<file path="src/rtl/u_xmit_arb_pkg.sv">
// Shared constants for the transmit arbiter: FSM encoding, timeout default,
// counter width and a small one-hot helper.
package u_xmit_arb_pkg;

    typedef enum logic [1:0] {
        A_IDLE = 2'd0,
        A_SEND = 2'd1,
        A_WAIT = 2'd2
    } arb_state_e;

    localparam int unsigned TIMEOUT_CYC_DFLT = 2048;
    localparam int unsigned CNT_W            = 12;
    localparam int unsigned N_REQ            = 4;

    function automatic logic [N_REQ-1:0] onehot4(input logic [1:0] idx);
        return 4'b0001 << idx;
    endfunction

endpackage

</file>
<file path="src/rtl/u_xmit_arb_rr_pick4.sv">
// Combinational round-robin picker: first set request at or after ptr,
// wrapping 3 -> 0.
module rr_pick4 (
    input  logic [3:0] reqH,
    input  logic [1:0] ptr,
    output logic       validH,
    output logic [1:0] winner
);

    logic [7:0] req_dbl;
    logic [3:0] req_rot;
    logic [1:0] offset;

    always_comb begin
        // Doubling the vector lets a plain part-select perform the rotation.
        req_dbl = {reqH, reqH};
        req_rot = req_dbl[ptr +: 4];
        offset  = '0;
        for (int unsigned i = 0; i < 4; i++) begin
            if (req_rot[3 - i]) begin
                offset = 2'(3 - i);
            end
        end
        validH = |reqH;
        winner = ptr + offset;
    end

endmodule

</file>
<file path="src/rtl/u_xmit_arb.sv">
// Four-requester round-robin arbiter in front of a shared byte transmitter,
// with a watchdog on the transmitter's done handshake.
module u_xmit_arb
    import u_xmit_arb_pkg::*;
#(
    parameter int unsigned TIMEOUT_CYC = TIMEOUT_CYC_DFLT
) (
    input  logic        sys_clk,
    input  logic        sys_rst_l,
    input  logic        arb_enH,
    input  logic [3:0]  reqH,
    input  logic [31:0] req_dataH,
    output logic [3:0]  ackH,
    output logic        xmitH,
    output logic [7:0]  xmit_dataH,
    input  logic        xmit_doneH,
    output logic        busyH,
    output logic        timeout_errH
);

    localparam logic [CNT_W-1:0] CNT_LAST = CNT_W'(TIMEOUT_CYC - 1);

    arb_state_e       state_q, state_d;
    logic [1:0]       ptr_q, ptr_d;
    logic [1:0]       winner_q, winner_d;
    logic [CNT_W-1:0] cnt_q, cnt_d;
    logic [3:0]       ack_q, ack_d;
    logic             xmit_q, xmit_d;
    logic [7:0]       xmit_data_q, xmit_data_d;
    logic             busy_q, busy_d;
    logic             timeout_err_q, timeout_err_d;

    logic             pick_valid;
    logic [1:0]       pick_winner;

    rr_pick4 u_pick (
        .reqH   (reqH),
        .ptr    (ptr_q),
        .validH (pick_valid),
        .winner (pick_winner)
    );

    always_comb begin
        state_d       = state_q;
        ptr_d         = ptr_q;
        winner_d      = winner_q;
        cnt_d         = cnt_q;
        ack_d         = '0;
        xmit_d        = 1'b0;
        xmit_data_d   = xmit_data_q;
        timeout_err_d = 1'b0;

        case (state_q)
            A_IDLE: begin
                if (arb_enH && pick_valid) begin
                    state_d     = A_SEND;
                    winner_d    = pick_winner;
                    ack_d       = onehot4(pick_winner);
                    xmit_d      = 1'b1;
                    xmit_data_d = req_dataH[{pick_winner, 3'b000} +: 8];
                end
            end
            A_SEND: begin
                state_d = A_WAIT;
                cnt_d   = '0;
            end
            A_WAIT: begin
                // Done takes priority over a simultaneous timeout.
                if (xmit_doneH) begin
                    state_d = A_IDLE;
                    ptr_d   = winner_q + 2'd1;
                end else if (cnt_q == CNT_LAST) begin
                    state_d       = A_IDLE;
                    ptr_d         = winner_q + 2'd1;
                    timeout_err_d = 1'b1;
                end else begin
                    cnt_d = cnt_q + 1'b1;
                end
            end
            default: begin
                state_d = A_IDLE;
            end
        endcase

        busy_d = (state_d != A_IDLE);
    end

    always_ff @(posedge sys_clk) begin
        if (!sys_rst_l) begin
            state_q       <= A_IDLE;
            ptr_q         <= '0;
            winner_q      <= '0;
            cnt_q         <= '0;
            ack_q         <= '0;
            xmit_q        <= 1'b0;
            xmit_data_q   <= '0;
            busy_q        <= 1'b0;
            timeout_err_q <= 1'b0;
        end else begin
            state_q       <= state_d;
            ptr_q         <= ptr_d;
            winner_q      <= winner_d;
            cnt_q         <= cnt_d;
            ack_q         <= ack_d;
            xmit_q        <= xmit_d;
            xmit_data_q   <= xmit_data_d;
            busy_q        <= busy_d;
            timeout_err_q <= timeout_err_d;
        end
    end

    assign ackH         = ack_q;
    assign xmitH        = xmit_q;
    assign xmit_dataH   = xmit_data_q;
    assign busyH        = busy_q;
    assign timeout_errH = timeout_err_q;

endmodule

</file>
<file path="config.mk">
export PLATFORM = sky130hd
export DESIGN_NAME = u_xmit_arb
export DESIGN_NICKNAME = d
export VERILOG_FILES = /design/src/rtl/u_xmit_arb_pkg.sv /design/src/rtl/u_xmit_arb_rr_pick4.sv /design/src/rtl/u_xmit_arb.sv
export SDC_FILE = /design/constraint.sdc
export NUM_CORES = 1
export LEC_CHECK = 0
export ABC_AREA = 1
export BUFFER_PORTS_ARGS = -buffer_cell sky130_fd_sc_hd__buf_2
export CAP_MARGIN = 20
export CORE_MARGIN = 10
export CORE_UTILIZATION = 30
export CTS_CLUSTER_SIZE = 16
export DETAILED_ROUTE_END_ITERATION = 10
export PLACE_DENSITY = 0.52
export SLEW_MARGIN = 15
export SYNTH_ARGS = -nofsm -noshare
export SYNTH_HDL_FRONTEND = slang
export SYNTH_SLANG_ARGS = --single-unit
</file>
<file path="constraint.sdc">
create_clock -name sys_clk -period 3.2 [get_ports sys_clk]
set_input_delay 0.32 -clock sys_clk [delete_from_list [all_inputs] [get_ports sys_clk]]
set_output_delay 0.32 -clock sys_clk [all_outputs]
set_load 0.01 [all_outputs]
</file>
==> run metrics <==
WL final=4.95 mm; Worst Tran Pin Value=between 400 and 500 ps; Seq/Total Area, Yosys=between 30% and 40%; maxcap violations=0; Fmax=just over 0.4 GHz; count leader, synth=nand2_1; worst skew pair latency=around 280 ps; Placed Instances=414; initial antenna violation count=0; Final Non-Filler Cells=~420; pins over their slew limit=0; Chip Height=~100 µm; sequential power share=roughly 41%; Mapped Area=~1800 µm²; ANT nets after route=0; Yosys cell types=28; setup_tns=0 ps; Port Buffers=54; P_sw=306 µW; Post-CTS Repair Setup Buffers=0; outcome=finished, final reports clean; Synth async-reset ratio=0%; Yosys warnings=0; core box area=5890 µm²; first-pass GRT wire length=~8.3 mm; post-route setup slack=around 700 ps; # resized after CTS=0; hold_ws=356 ps; root buffer cell=clkbuf_8; remaining global-route overflow=0; gr usage total=about 10%; Int Pwr=771 µW; top cell type's share of synthesized area=around 36%; row cnt=28; Clock Power Share=about 38%; CP Data Arrival Time=about 2700 ps; DR iter-0 viols=53; CTS Buf Count=5; area leader, netlist=dfxtp_1; WP data required=between 3000 and 4000 ps; Synth Net Count=between 300 and 400; DR WL/cell=~12 µm; RSZ-0062 raised after global routing=no; Hold Fails Final Rpt=0; synth top area cells=dfxtp_1, nand2_1, nand3_1; Clock Sinks=33; final setup vio count=0; Die Wd=approximately 98 µm; crit path capture type=flip-flop; Mapped Cells=290; pwr dens=~470 nW/µm²; Worst slew margin=between 60% and 70%; switching part of the total=28.4%; Die Area=around 9600 µm²; Worst Setup Path Type=flip-flop to flip-flop; DRC=0; Leak=about 0.0011 µW; Post-synth EDFFs=0; Vias=1903; Clock Skew=8.16 ps; Min-Delay Path Class=input port to flip-flop; worst vdd ir=~0.18 mV; Area growth, synth to finish=25.2%; Top Ports=55; DP Worst Slack=about 710 ps; Final nets=a little under 400; Via density=around 4.5; layout cells sized above 1=21.0%; combinational fraction of design power=21.0%; Initial Utilization=between 30% and 40%; Post-synth top cells=nand2_1, nor2_1, dfxtp_1; Tcrit/Tclk final=between 70 and 80%; vias in the first global route=around 1900; largest net degree at the start of global routing=20; post-route minimum period=about 2500 ps; Inserted Diodes=0; H-tree depth=2; TritonCTS clock tree=built; DRT Pass-1 Iters=4; #FFs+latches synth=33; clk slew on worst S/H paths=around 70 ps; Synth Flop Type=dfxtp_1; Routability Congestion=0.797; Synth Area per Inst=approximately 6.3 µm²; CP Launch Type=flip-flop; hold buffer count at cts=0; CP Max Fanout=19; deepest clock path buffer count=2; HPWL after detailed placement=3.93 mm
## critical path, cell delays in order, from the launching register on
cell	delay [ps]
dfxtp_1	460
inv_1	130
nand3_1	100
nand2_1	80
nand3_1	70
a21boi_0	80
ha_1	280
buf_4	210
clkinv_1	440
nand2_1	170
nand2_1	70
nand3_1	80
nand3_1	110
nand2_1	90
inv_1	30
## power groups by stage
stage | logic (µW) | clock network (µW) | registers (µW)
detailed placement | 230 | 0 | 453
floorplan | 147 | 0 | 459
global route | 264 | 438 | 447
CTS | 231 | 422 | 444
global placement | 229 | 0 | 454
finish | 227 | 406 | 444
## layout make-up
class | count | area (µm²)
clock inverter | 1 | 30.0
multi-input combinational | 222 | 1010
inverter | 29 | 109
timing repair buffer | 55 | 278
fill | 649 | 3610
tap | 75 | 93.8
clock buffer | 7 | 86.3
sequential | 33 | 661
## logic make-up (layout without fill, tap and decap cells)
group	Yosys count	after routing	share of synthesized area, %
fa+ha+maj	2	2	1.38
simple gates	191	191	45.7
buf+inv	35	92	7.65
flops	33	33	36.4
compound gates	26	26	7.45
xor+xnor	3	3	1.45
## per-stage QoR
stage	utilization (%)	power (µW)	area (µm²)
finish	38.6	1080	2270
global route	38.6	1150	2270
CTS	38.6	1100	2270
detailed placement	36.6	683	2160
global placement	36.6	684	2160
floorplan	-	606	1810
## metal layers
| metal | track usage, % | part of all wire (%) | up-vias |
|---|---|---|---|
| met5 | 0 | 0 | - |
| met4 | 3.47 | 1.7 | 0 |
| met3 | 5.21 | 8.1 | 7 |
| met2 | 16.7 | 45 | 48 |
| met1 | 11.1 | 45 | 822 |
| li1 | - | - | 1026 |
## cells in the final DEF (no fill, tap or decap), types with 2 or more instances in the layout
| cell type | n |
|---|---|
| o21ai_0 | 7 |
| nand2_2 | 2 |
| nand2_4 | 3 |
| a21oi_1 | 17 |
| ha_1 | 2 |
| clkbuf_8 | 6 |
| inv_2 | 3 |
| dfxtp_1 | 33 |
| xor2_1 | 2 |
| clkinv_1 | 2 |
| buf_2 | 54 |
| nand3_1 | 31 |
| inv_1 | 24 |
| nand2_1 | 105 |
| nor3_1 | 6 |
| nor2_1 | 37 |
## registers in the layout, indices dropped and copies added (netlist names), 2 cells and up
name,cells
ptr_q,2
winner_q,2
cnt_q,12
state_q,2
xmit_dataH,8
ackH,4
## path summary, 6_finish.rpt
kind / from / endpoint / cells after the start / slack [ps]
setup / recovery: ptr_q[1]$_SDFFE_PN0P_ / xmit_dataH[0]$_SDFFE_PN0P_ / 14 / 720
hold / removal: sys_rst_l / cnt_q[0]$_SDFFE_PN0P_ / 3 / 360
setup reg to reg: ptr_q[1]$_SDFFE_PN0P_ / xmit_dataH[0]$_SDFFE_PN0P_ / 14 / 720
hold reg to reg: cnt_q[1]$_SDFFE_PN0P_ / cnt_q[1]$_SDFFE_PN0P_ / 2 / 490
(Power assumes the default switching activity.)
